File: src/rtl/fb_ctrl_pipe_pkg.sv
// Shared definitions for the pipeline control carrier: the control bundle layout,
// the bubble value, forwarding select codes and the hazard decision modes.
package fb_ctrl_pipe_pkg;

    localparam int CTRL_W = 9;

    // Bundle layout: {alu_op[1:0], alu_src, alu_res_src, mem_read, mem_write, branch, mem_to_reg, reg_write}
    localparam int B_ALU_OP_HI   = 8;
    localparam int B_ALU_OP_LO   = 7;
    localparam int B_ALU_SRC     = 6;
    localparam int B_ALU_RES_SRC = 5;
    localparam int B_MEM_READ    = 4;
    localparam int B_MEM_WRITE   = 3;
    localparam int B_BRANCH      = 2;
    localparam int B_MEM_TO_REG  = 1;
    localparam int B_REG_WRITE   = 0;

    typedef logic [CTRL_W-1:0] ctrl_t;

    localparam ctrl_t BUBBLE = '0;

    typedef enum logic [1:0] {
        FWD_RF  = 2'b00,
        FWD_WB  = 2'b01,
        FWD_MEM = 2'b10
    } fwd_sel_e;

    typedef enum logic [1:0] {
        HZ_NORMAL   = 2'd0,
        HZ_LOAD_USE = 2'd1,
        HZ_REDIRECT = 2'd2
    } hz_mode_e;

    // Taken branches redirect; jal/jalr are marked by alu_res_src and always redirect.
    function automatic logic redirect_of(input ctrl_t c, input logic taken);
        return (c[B_BRANCH] & taken) | c[B_ALU_RES_SRC];
    endfunction

endpackage

File: src/rtl/fb_ctrl_pipe_if.sv
// Bundle of ID-side inputs and pipeline control outputs between the core datapath
// (master) and the control carrier / hazard unit (slave).
interface fb_ctrl_pipe_if #(
    parameter int RAW   = 5,
    parameter int CNT_W = 32
);
    import fb_ctrl_pipe_pkg::*;

    logic             id_valid;
    ctrl_t            id_ctrl;
    logic [RAW-1:0]   id_rs1;
    logic [RAW-1:0]   id_rs2;
    logic [RAW-1:0]   id_rd;
    logic             ex_cmp_taken;

    ctrl_t            ex_ctrl;
    ctrl_t            mem_ctrl;
    ctrl_t            wb_ctrl;
    logic [RAW-1:0]   ex_rs1;
    logic [RAW-1:0]   ex_rs2;
    logic [RAW-1:0]   ex_rd;
    logic [RAW-1:0]   mem_rd;
    logic [RAW-1:0]   wb_rd;
    logic             pc_write;
    logic             ifid_write;
    logic             ifid_flush;
    logic             ex_redirect;
    logic [1:0]       fwd_a;
    logic [1:0]       fwd_b;
    logic [CNT_W-1:0] stall_cnt;
    logic [CNT_W-1:0] flush_cnt;

    modport master (
        output id_valid, id_ctrl, id_rs1, id_rs2, id_rd, ex_cmp_taken,
        input  ex_ctrl, mem_ctrl, wb_ctrl, ex_rs1, ex_rs2, ex_rd, mem_rd, wb_rd,
        input  pc_write, ifid_write, ifid_flush, ex_redirect, fwd_a, fwd_b,
        input  stall_cnt, flush_cnt
    );

    modport slave (
        input  id_valid, id_ctrl, id_rs1, id_rs2, id_rd, ex_cmp_taken,
        output ex_ctrl, mem_ctrl, wb_ctrl, ex_rs1, ex_rs2, ex_rd, mem_rd, wb_rd,
        output pc_write, ifid_write, ifid_flush, ex_redirect, fwd_a, fwd_b,
        output stall_cnt, flush_cnt
    );

endinterface

File: src/rtl/fb_ctrl_pipe_fwd_sel.sv
// Per-operand forwarding comparator: picks EX/MEM over MEM/WB over the register file.
module fb_fwd_sel
    import fb_ctrl_pipe_pkg::*;
#(
    parameter int RAW = 5
) (
    input  logic           mem_reg_write,
    input  logic [RAW-1:0] mem_rd,
    input  logic           wb_reg_write,
    input  logic [RAW-1:0] wb_rd,
    input  logic [RAW-1:0] ex_rs,
    output fwd_sel_e       sel
);

    logic mem_hit;
    logic wb_hit;

    // x0 is hard-wired zero, so a write to it is never a forwarding source.
    assign mem_hit = mem_reg_write && (mem_rd != '0) && (mem_rd == ex_rs);
    assign wb_hit  = wb_reg_write  && (wb_rd  != '0) && (wb_rd  == ex_rs);

    always_comb begin
        sel = FWD_RF;
        if (mem_hit) begin
            sel = FWD_MEM;
        end else if (wb_hit) begin
            sel = FWD_WB;
        end
    end

endmodule

File: src/rtl/fb_ctrl_pipe.sv
// Control-bundle carrier for ID/EX, EX/MEM and MEM/WB plus load-use / redirect
// hazard detection, EX forwarding selects and stall/flush performance counters.
module fb_ctrl_pipe
    import fb_ctrl_pipe_pkg::*;
#(
    parameter int RAW   = 5,
    parameter int CNT_W = 32
) (
    input logic          clk,
    input logic          rst,
    fb_ctrl_pipe_if.slave bus
);

    ctrl_t            ex_ctrl_reg,  ex_ctrl_next;
    logic [RAW-1:0]   ex_rs1_reg,   ex_rs1_next;
    logic [RAW-1:0]   ex_rs2_reg,   ex_rs2_next;
    logic [RAW-1:0]   ex_rd_reg,    ex_rd_next;
    ctrl_t            mem_ctrl_reg;
    logic [RAW-1:0]   mem_rd_reg;
    ctrl_t            wb_ctrl_reg;
    logic [RAW-1:0]   wb_rd_reg;
    logic [CNT_W-1:0] stall_cnt_reg;
    logic [CNT_W-1:0] flush_cnt_reg;

    logic     redirect_raw;
    logic     load_use;
    hz_mode_e mode;

    assign redirect_raw = redirect_of(ex_ctrl_reg, bus.ex_cmp_taken);

    assign load_use = ex_ctrl_reg[B_MEM_READ] && (ex_rd_reg != '0) && bus.id_valid &&
                      ((ex_rd_reg == bus.id_rs1) || (ex_rd_reg == bus.id_rs2));

    // Reset forces the normal-flow decision so the front end sees a clean state
    // even before the stage registers have been cleared.
    always_comb begin
        mode = HZ_NORMAL;
        if (!rst) begin
            if (redirect_raw) begin
                mode = HZ_REDIRECT;
            end else if (load_use) begin
                mode = HZ_LOAD_USE;
            end
        end
    end

    always_comb begin
        ex_ctrl_next = BUBBLE;
        ex_rs1_next  = '0;
        ex_rs2_next  = '0;
        ex_rd_next   = '0;
        if ((mode == HZ_NORMAL) && bus.id_valid) begin
            ex_ctrl_next = bus.id_ctrl;
            ex_rs1_next  = bus.id_rs1;
            ex_rs2_next  = bus.id_rs2;
            ex_rd_next   = bus.id_rd;
        end
    end

    // EX/MEM and MEM/WB always advance; only ID/EX chooses between instruction and bubble.
    always_ff @(posedge clk) begin
        if (rst) begin
            ex_ctrl_reg   <= BUBBLE;
            ex_rs1_reg    <= '0;
            ex_rs2_reg    <= '0;
            ex_rd_reg     <= '0;
            mem_ctrl_reg  <= BUBBLE;
            mem_rd_reg    <= '0;
            wb_ctrl_reg   <= BUBBLE;
            wb_rd_reg     <= '0;
            stall_cnt_reg <= '0;
            flush_cnt_reg <= '0;
        end else begin
            ex_ctrl_reg  <= ex_ctrl_next;
            ex_rs1_reg   <= ex_rs1_next;
            ex_rs2_reg   <= ex_rs2_next;
            ex_rd_reg    <= ex_rd_next;
            mem_ctrl_reg <= ex_ctrl_reg;
            mem_rd_reg   <= ex_rd_reg;
            wb_ctrl_reg  <= mem_ctrl_reg;
            wb_rd_reg    <= mem_rd_reg;
            if (mode == HZ_LOAD_USE) begin
                stall_cnt_reg <= stall_cnt_reg + CNT_W'(1);
            end
            if (mode == HZ_REDIRECT) begin
                flush_cnt_reg <= flush_cnt_reg + CNT_W'(1);
            end
        end
    end

    logic [RAW-1:0] ex_rs_arr [2];
    fwd_sel_e       fwd_arr   [2];

    assign ex_rs_arr[0] = ex_rs1_reg;
    assign ex_rs_arr[1] = ex_rs2_reg;

    genvar gi;
    generate
        for (gi = 0; gi < 2; gi++) begin : g_fwd
            fb_fwd_sel #(
                .RAW(RAW)
            ) u_fwd_sel (
                .mem_reg_write(mem_ctrl_reg[B_REG_WRITE]),
                .mem_rd       (mem_rd_reg),
                .wb_reg_write (wb_ctrl_reg[B_REG_WRITE]),
                .wb_rd        (wb_rd_reg),
                .ex_rs        (ex_rs_arr[gi]),
                .sel          (fwd_arr[gi])
            );
        end
    endgenerate

    assign bus.ex_ctrl     = ex_ctrl_reg;
    assign bus.mem_ctrl    = mem_ctrl_reg;
    assign bus.wb_ctrl     = wb_ctrl_reg;
    assign bus.ex_rs1      = ex_rs1_reg;
    assign bus.ex_rs2      = ex_rs2_reg;
    assign bus.ex_rd       = ex_rd_reg;
    assign bus.mem_rd      = mem_rd_reg;
    assign bus.wb_rd       = wb_rd_reg;
    assign bus.pc_write    = (mode != HZ_LOAD_USE);
    assign bus.ifid_write  = (mode != HZ_LOAD_USE);
    assign bus.ifid_flush  = (mode == HZ_REDIRECT);
    assign bus.ex_redirect = (mode == HZ_REDIRECT);
    assign bus.fwd_a       = rst ? FWD_RF : fwd_arr[0];
    assign bus.fwd_b       = rst ? FWD_RF : fwd_arr[1];
    assign bus.stall_cnt   = stall_cnt_reg;
    assign bus.flush_cnt   = flush_cnt_reg;

endmodule

File: src/flat_wrapper.sv
// flat-port wrapper written by rule: the top's interface ports become plain ports
module fb_ctrl_pipe_flat import fb_ctrl_pipe_pkg::*;
#(
    parameter int RAW   = 5,
    parameter int CNT_W = 32
)
  (clk, rst, bus_id_valid, bus_id_ctrl, bus_id_rs1, bus_id_rs2, bus_id_rd, bus_ex_cmp_taken, bus_ex_ctrl, bus_mem_ctrl, bus_wb_ctrl, bus_ex_rs1, bus_ex_rs2, bus_ex_rd, bus_mem_rd, bus_wb_rd, bus_pc_write, bus_ifid_write, bus_ifid_flush, bus_ex_redirect, bus_fwd_a, bus_fwd_b, bus_stall_cnt, bus_flush_cnt);
  fb_ctrl_pipe_if #(.RAW(RAW), .CNT_W(CNT_W)) bus_i ();
  input logic clk;
  input logic rst;
  input wire logic [$bits(bus_i.id_valid)-1:0] bus_id_valid;
  input wire logic [$bits(bus_i.id_ctrl)-1:0] bus_id_ctrl;
  input wire logic [$bits(bus_i.id_rs1)-1:0] bus_id_rs1;
  input wire logic [$bits(bus_i.id_rs2)-1:0] bus_id_rs2;
  input wire logic [$bits(bus_i.id_rd)-1:0] bus_id_rd;
  input wire logic [$bits(bus_i.ex_cmp_taken)-1:0] bus_ex_cmp_taken;
  output wire logic [$bits(bus_i.ex_ctrl)-1:0] bus_ex_ctrl;
  output wire logic [$bits(bus_i.mem_ctrl)-1:0] bus_mem_ctrl;
  output wire logic [$bits(bus_i.wb_ctrl)-1:0] bus_wb_ctrl;
  output wire logic [$bits(bus_i.ex_rs1)-1:0] bus_ex_rs1;
  output wire logic [$bits(bus_i.ex_rs2)-1:0] bus_ex_rs2;
  output wire logic [$bits(bus_i.ex_rd)-1:0] bus_ex_rd;
  output wire logic [$bits(bus_i.mem_rd)-1:0] bus_mem_rd;
  output wire logic [$bits(bus_i.wb_rd)-1:0] bus_wb_rd;
  output wire logic [$bits(bus_i.pc_write)-1:0] bus_pc_write;
  output wire logic [$bits(bus_i.ifid_write)-1:0] bus_ifid_write;
  output wire logic [$bits(bus_i.ifid_flush)-1:0] bus_ifid_flush;
  output wire logic [$bits(bus_i.ex_redirect)-1:0] bus_ex_redirect;
  output wire logic [$bits(bus_i.fwd_a)-1:0] bus_fwd_a;
  output wire logic [$bits(bus_i.fwd_b)-1:0] bus_fwd_b;
  output wire logic [$bits(bus_i.stall_cnt)-1:0] bus_stall_cnt;
  output wire logic [$bits(bus_i.flush_cnt)-1:0] bus_flush_cnt;
  assign bus_i.id_valid = bus_id_valid;
  assign bus_i.id_ctrl = bus_id_ctrl;
  assign bus_i.id_rs1 = bus_id_rs1;
  assign bus_i.id_rs2 = bus_id_rs2;
  assign bus_i.id_rd = bus_id_rd;
  assign bus_i.ex_cmp_taken = bus_ex_cmp_taken;
  assign bus_ex_ctrl = bus_i.ex_ctrl;
  assign bus_mem_ctrl = bus_i.mem_ctrl;
  assign bus_wb_ctrl = bus_i.wb_ctrl;
  assign bus_ex_rs1 = bus_i.ex_rs1;
  assign bus_ex_rs2 = bus_i.ex_rs2;
  assign bus_ex_rd = bus_i.ex_rd;
  assign bus_mem_rd = bus_i.mem_rd;
  assign bus_wb_rd = bus_i.wb_rd;
  assign bus_pc_write = bus_i.pc_write;
  assign bus_ifid_write = bus_i.ifid_write;
  assign bus_ifid_flush = bus_i.ifid_flush;
  assign bus_ex_redirect = bus_i.ex_redirect;
  assign bus_fwd_a = bus_i.fwd_a;
  assign bus_fwd_b = bus_i.fwd_b;
  assign bus_stall_cnt = bus_i.stall_cnt;
  assign bus_flush_cnt = bus_i.flush_cnt;
  fb_ctrl_pipe #(.RAW(RAW), .CNT_W(CNT_W)) u_core (.clk(clk), .rst(rst), .bus(bus_i));
endmodule
File: config.mk
export PLATFORM = sky130hd
export DESIGN_NAME = fb_ctrl_pipe_flat
export DESIGN_NICKNAME = d
export VERILOG_FILES = /design/src/rtl/fb_ctrl_pipe_pkg.sv /design/src/rtl/fb_ctrl_pipe_if.sv /design/src/rtl/fb_ctrl_pipe_fwd_sel.sv /design/src/rtl/fb_ctrl_pipe.sv /design/src/flat_wrapper.sv
export SDC_FILE = /design/constraint.sdc
export NUM_CORES = 1
export LEC_CHECK = 0
export ABC_AREA = 1
export BUFFER_PORTS_ARGS = -buffer_cell sky130_fd_sc_hd__buf_2
export CELL_PAD_IN_SITES_DETAIL_PLACEMENT = 1
export CELL_PAD_IN_SITES_GLOBAL_PLACEMENT = 1
export CORE_MARGIN = 2
export CORE_UTILIZATION = 30
export DETAILED_ROUTE_END_ITERATION = 16
export PLACE_DENSITY = 0.74
export REMOVE_ABC_BUFFERS = 1
export SYNTH_ARGS = -nofsm -noshare
export SYNTH_HDL_FRONTEND = slang
export SYNTH_HIERARCHICAL = 1
export SYNTH_SLANG_ARGS = --single-unit
export TNS_END_PERCENT = 10
File: constraint.sdc
create_clock -name clk -period 3.65 [get_ports clk]
set_input_delay 0.5475 -clock clk [delete_from_list [all_inputs] [get_ports clk]]
set_output_delay 0.5475 -clock clk [all_outputs]
set_load 0.02 [all_outputs]
[Yosys cells after proc, flatten, opt, wreduce, memory -nomap -nowiden]
Index checks and enable logic that the tools add are counted.
Widths: inputs -> output; s select.
Storage, ports and cells
  bits in registers: 116
  input bits: 28
  output and inout bits: 124
Cells by class
  muxes and demuxes: 9
  reduce and logical (&&, ||, !) cells: 16
  bitwise gates (word level): 3
  add/sub/neg operators: 2
  equality and inequality tests: 9
Operators by type and width (count)
  $add 32x1->32 const B: 2
  $eq 5x5->1: 6
  $reduce_bool 5->1: 3
  $mux 2: 6
  $logic_and 1x1->1: 10
  $mux 1: 3
  $eq 2x1->1 const B: 1
  $eq 2x2->1 const B: 1
  $logic_not 2->1: 1
  $ne 2x1->1 const B: 1
  $reduce_or 2->1: 1
  $and 1x1->1: 1
  $logic_or 1x1->1: 1
  $not 1->1: 1
  $or 1x1->1: 1

[Depth between registers and ports, before layout]
  depth in word-level cells: 11
  mapped depth: 11

[Cells and area by module]
Netlist, hierarchy kept.
By module, submodules not included
  fb_ctrl_pipe: cells an instance 846, times used 1, area an instance 5680.4 um^2
  fb_fwd_sel: cells an instance 51, times used 2, area an instance 229.0 um^2

[Worst setup path before layout]
No wires, ideal clock.
  kind: input -> output
  start: in rst
  end: out bus_pc_write
  required time: 3.102 ns
  path slack: 1.532 ns
  stages: 10
  arrival time: 1.570 ns
  buffers on the path: 4
  cell sequence: buf_6 > inv_4 > nand3_1 > nor2_1 > nand2_1 > inv_2 > nand2_1 > buf_6 > buf_6 > buf_4
On the way
  longest elaborated chain between the ends: 2
Ends and longest elaborated chain
  start: declaration: line flat_wrapper.sv:10  | input logic rst;
  $mux 2: line fb_ctrl_pipe.sv:38  | if (!rst) begin
  $ne 2x1->1
  end: declaration: line flat_wrapper.sv:25  | output wire logic [$bits(bus_i.pc_write)-1:0] bus_pc_write;
Every way passes these cells.

[Final worst setup path]
  start: reg u_core.ex_ctrl_reg[2], in the netlist u_core/bus.ex_ctrl[2]
  end: out bus_ifid_write
On the way
  longest elaborated chain between the ends: 5
Ends and longest elaborated chain
  start: declaration: line fb_ctrl_pipe.sv:14  | ctrl_t ex_ctrl_reg, ex_ctrl_next;
  start signal: assignment: line fb_ctrl_pipe.sv:74  | ex_ctrl_reg <= ex_ctrl_next;
  $and 1x1->1: line fb_ctrl_pipe_pkg.sv:36  | return (c[B_BRANCH] & taken) | c[B_ALU_RES_SRC];
  $or 1x1->1: line fb_ctrl_pipe_pkg.sv:36
  $mux 2: line fb_ctrl_pipe.sv:39  | if (redirect_raw) begin
  $mux 2: line fb_ctrl_pipe.sv:38
  $ne 2x1->1: line fb_ctrl_pipe.sv:122  | assign bus.ifid_write = (mode != HZ_LOAD_USE);
  end: declaration: line flat_wrapper.sv:26  | output wire logic [$bits(bus_i.ifid_write)-1:0] bus_ifid_write;
Every way passes these cells.

==> reports/summary.txt <==
Slowest CP cell -> nand2_1
Clk_skew -> 7.86 ps
Total global routing overflow -> 0
CTS tree -> built
Seq/Total Area, Yosys -> 0.378
Routability congestion estimate -> 0.818
CTS hold repair buffers -> 0
WL/cell -> 14.4 µm
Leak -> 3.36 nW
Crit path kind -> reg -> out
Worst Path Required -> 3100 ps
FF-to-FF setup slack -> 960 ps
Run status -> completed
Hpwl dp -> 15.1 mm
WHS Endpoint -> u_core/bus.ex_rd[3]
# H-tree levels -> 4
Total Routed Length -> 19.9 mm
Worst endpoint data arrival time -> 2360 ps
Initial antenna violation count -> 1
Core area -> 20200 µm²
Final Max Slew Viols -> 0
Final Cycle Share -> 0.798
Clk slew on worst S/H paths -> 60 ps
DRC viols -> 0
CTS Buffer Depth -> 2
Std-Cell Rows -> 52
Synth area leaders -> dfxtp_1, nand2_1, nor2_1, inv_1, nand3_1
Die width -> 147 µm
Total track usage -> 0.188
Synthesized area -> 6140 µm²
Root Driver -> clkbuf_16
Worst VDD drop -> 0.000309 V
Max-capacitance violation count -> 0
Cell accounting for the most synthesized area -> dfxtp_1
Hold path start -> bus_id_rd[3]
CP Max Fanout -> 20
Antenna Nets Post-Route -> 0
Fmax -> 0.343 GHz
Rel. slew slack -> 0.522
I/O Pins -> 152
Vias in the first global route -> 6435
Crit-path max cell delay -> 520 ps
Clock Latency Late Sink -> 420 ps
Flops & latches, synth -> 116
Initial core utilization -> 0.304
Layout cells sized above 1 -> 0.234
Synth cell types -> 36
PostCTS Resize Cnt -> 0
Wire length on met1 -> 9.05 mm
1st-iter DRT viols -> 197
R2R Path Start -> u_core/bus.ex_rd[2]
DR vias/cell -> 4.55
Yosys top cell area share -> 0.378
Synthesized area per cell -> 6.48 µm²
Worst-margin pin slew -> 715 ps
Clock sink count -> 116
Nets -> 1128
# port buffers -> 151
Via count -> 6286
Reg2reg end -> u_core/bus.ex_ctrl[7]
Overall power -> 3.20 mW
Power Density -> 416 nW/µm²
Warnings from Yosys -> 6
Sum Neg Setup Slack -> 0 ps
Uppermost layer routed -> met4
Largest net degree at the start of global routing -> 50
HP Class -> in -> reg
RSZ-0062 raised after global routing -> no
Post-CTS Setup Inserts -> 0
Startpoint Class -> register
Met2 WL -> 9.99 mm
DR WL met3 -> 664 µm
Most frequent CP cell -> nand2_1
Buf/Inv on CP -> 2
Reg2reg path depth -> 7
Die area -> 21600 µm²
Pre-Repair DR Iteration Count -> 5
Hold Path Stages -> 3
CTS Buf Count -> 17
Final setup viols -> 0
Layout area overhead -> 25.2%
Cells along the critical path -> nand2_1 > nand2_2 > nor2_1 > nand2_1 > inv_2 > nand2_1 > buf_2
Crit path max-delay family -> simple AND/OR/NAND/NOR gates
Crit path time final -> 2910 ps
Fin. Hold Viols -> 0
First-pass GRT wire length -> 32.3 mm
Worst Setup End Kind -> output pin
Cell count after synthesis -> 948
Die H -> 147 µm
==> layout by cell type, fill, tap and decap left out, types with 8 or more instances in the layout <==
cell,netlist,routed
inv_2,18,18
a21oi_1,39,39
nand3_1,46,46
nand4_1,9,9
clkbuf_16,0,17
dfxtp_1,116,116
nor2_2,13,13
xor2_1,10,10
buf_2,2,150
nand2_1,281,281
nand3b_1,15,15
nor2_1,180,180
o21ai_0,13,13
xnor2_1,11,11
a21oi_2,8,8
nand2_2,20,20
inv_1,109,109
==> how the worst max path moves through the flow <==
| stage | start | end | slack [ps] | cells after the start |
|---|---|---|---|---|
| final | u_core/bus.ex_ctrl[2] | bus_ifid_write | 740 | 7 |
| after global routing | u_core/bus.ex_ctrl[2] | bus_pc_write | 530 | 7 |
| after CTS | u_core/bus.ex_ctrl[2] | bus_ifid_write | 640 | 7 |
| after detailed placement | bus_ex_cmp_taken | u_core/bus.ex_ctrl[7] | 670 | 9 |
| after global placement | bus_ex_cmp_taken | u_core/bus.ex_rs1[3] | 800 | 9 |
| after floorplan | bus_id_rs2[4] | u_core/bus.ex_ctrl[0] | 1030 | 9 |
==> synthesized netlist by cell type <==
library cell and count:
nor2_2 13, inv_1 109, inv_2 18, buf_6 8, and3_1 1, a21boi_0 2
nor2_8 1, nand3_2 5, o21ai_1 7, nand4_2 1, buf_2 2, nand4_1 9
xnor2_1 11, clkbuf_1 8, ha_1 2, nand2_2 20, nor3_1 5, nand3_1 46
a21oi_1 39, o21ai_0 13, nor2_4 5, nand3b_1 15, clkinv_1 1, nand2_1 281
buf_1 1, xor2_1 10, buf_4 5, a21oi_4 1, inv_4 1, a21oi_2 8
a31oi_1 1, nor3b_2 1, o21a_1 1, buf_12 1, nor2_1 180, dfxtp_1 116
==> metrics by stage <==
| stage | util | area, µm² | std cells | hold WS, ps | setup slack (ps) |
|---|---|---|---|---|---|
| after floorplan | - | 5950 | 923 | 500 | 1030 |
| after global placement | 0.351 | 7080 | 1349 | 404 | 803 |
| after detailed placement | 0.351 | 7080 | 1349 | 410 | 669 |
| after CTS | 0.381 | 7680 | 1381 | 323 | 644 |
| after global routing | 0.381 | 7680 | 1382 | 332 | 526 |
| final | 0.381 | 7680 | 1382 | 337 | 738 |
==> worst reg2reg max path, stage by stage, from the launching register on <==
cell and delay, ps:
dfxtp_1 370, nor3_1 230, nand3_1 100, nand2_1 140, inv_2 180, nand2_1 580
nand4_2 720, nor2_1 280
==> layout make-up <==
| cell class | count | area [µm²] |
|---|---|---|
| tap | 270 | 338 |
| antenna | 1 | 2.50 |
| timing repair buffer | 156 | 796 |
| fill | 2681 | 12500 |
| inverter | 129 | 487 |
| clock inverter | 12 | 155 |
| multi-input combinational | 678 | 3140 |
| sequential | 116 | 2320 |
| clock buffer | 20 | 447 |
==> where the power goes <==
| group | internal (mW) | total, mW | switching, mW |
|---|---|---|---|
| logic | 0.0565 | 0.174 | 0.118 |
| registers | 1.29 | 1.31 | 0.0215 |
| clock network | 1.09 | 1.71 | 0.623 |
==> cell families after synthesis <==
family / after synthesis / share of synthesized area
DFF: 116 / 0.378
and+or+nand+nor: 583 / 0.410
buffers and inverters: 154 / 0.110
xor gates and xnor gates: 21 / 0.0300
adders and majority gates: 2 / 0.00408
AOI/OAI and AO/OA: 72 / 0.0669
==> metal layers <==
metal,vias up,GRT usage
met2,104,0.334
met3,16,0.0407
met1,2968,0.227
met4,0,0.0558
li1,3198,-
met5,-,0
Power figures use the tool's default switching activity.
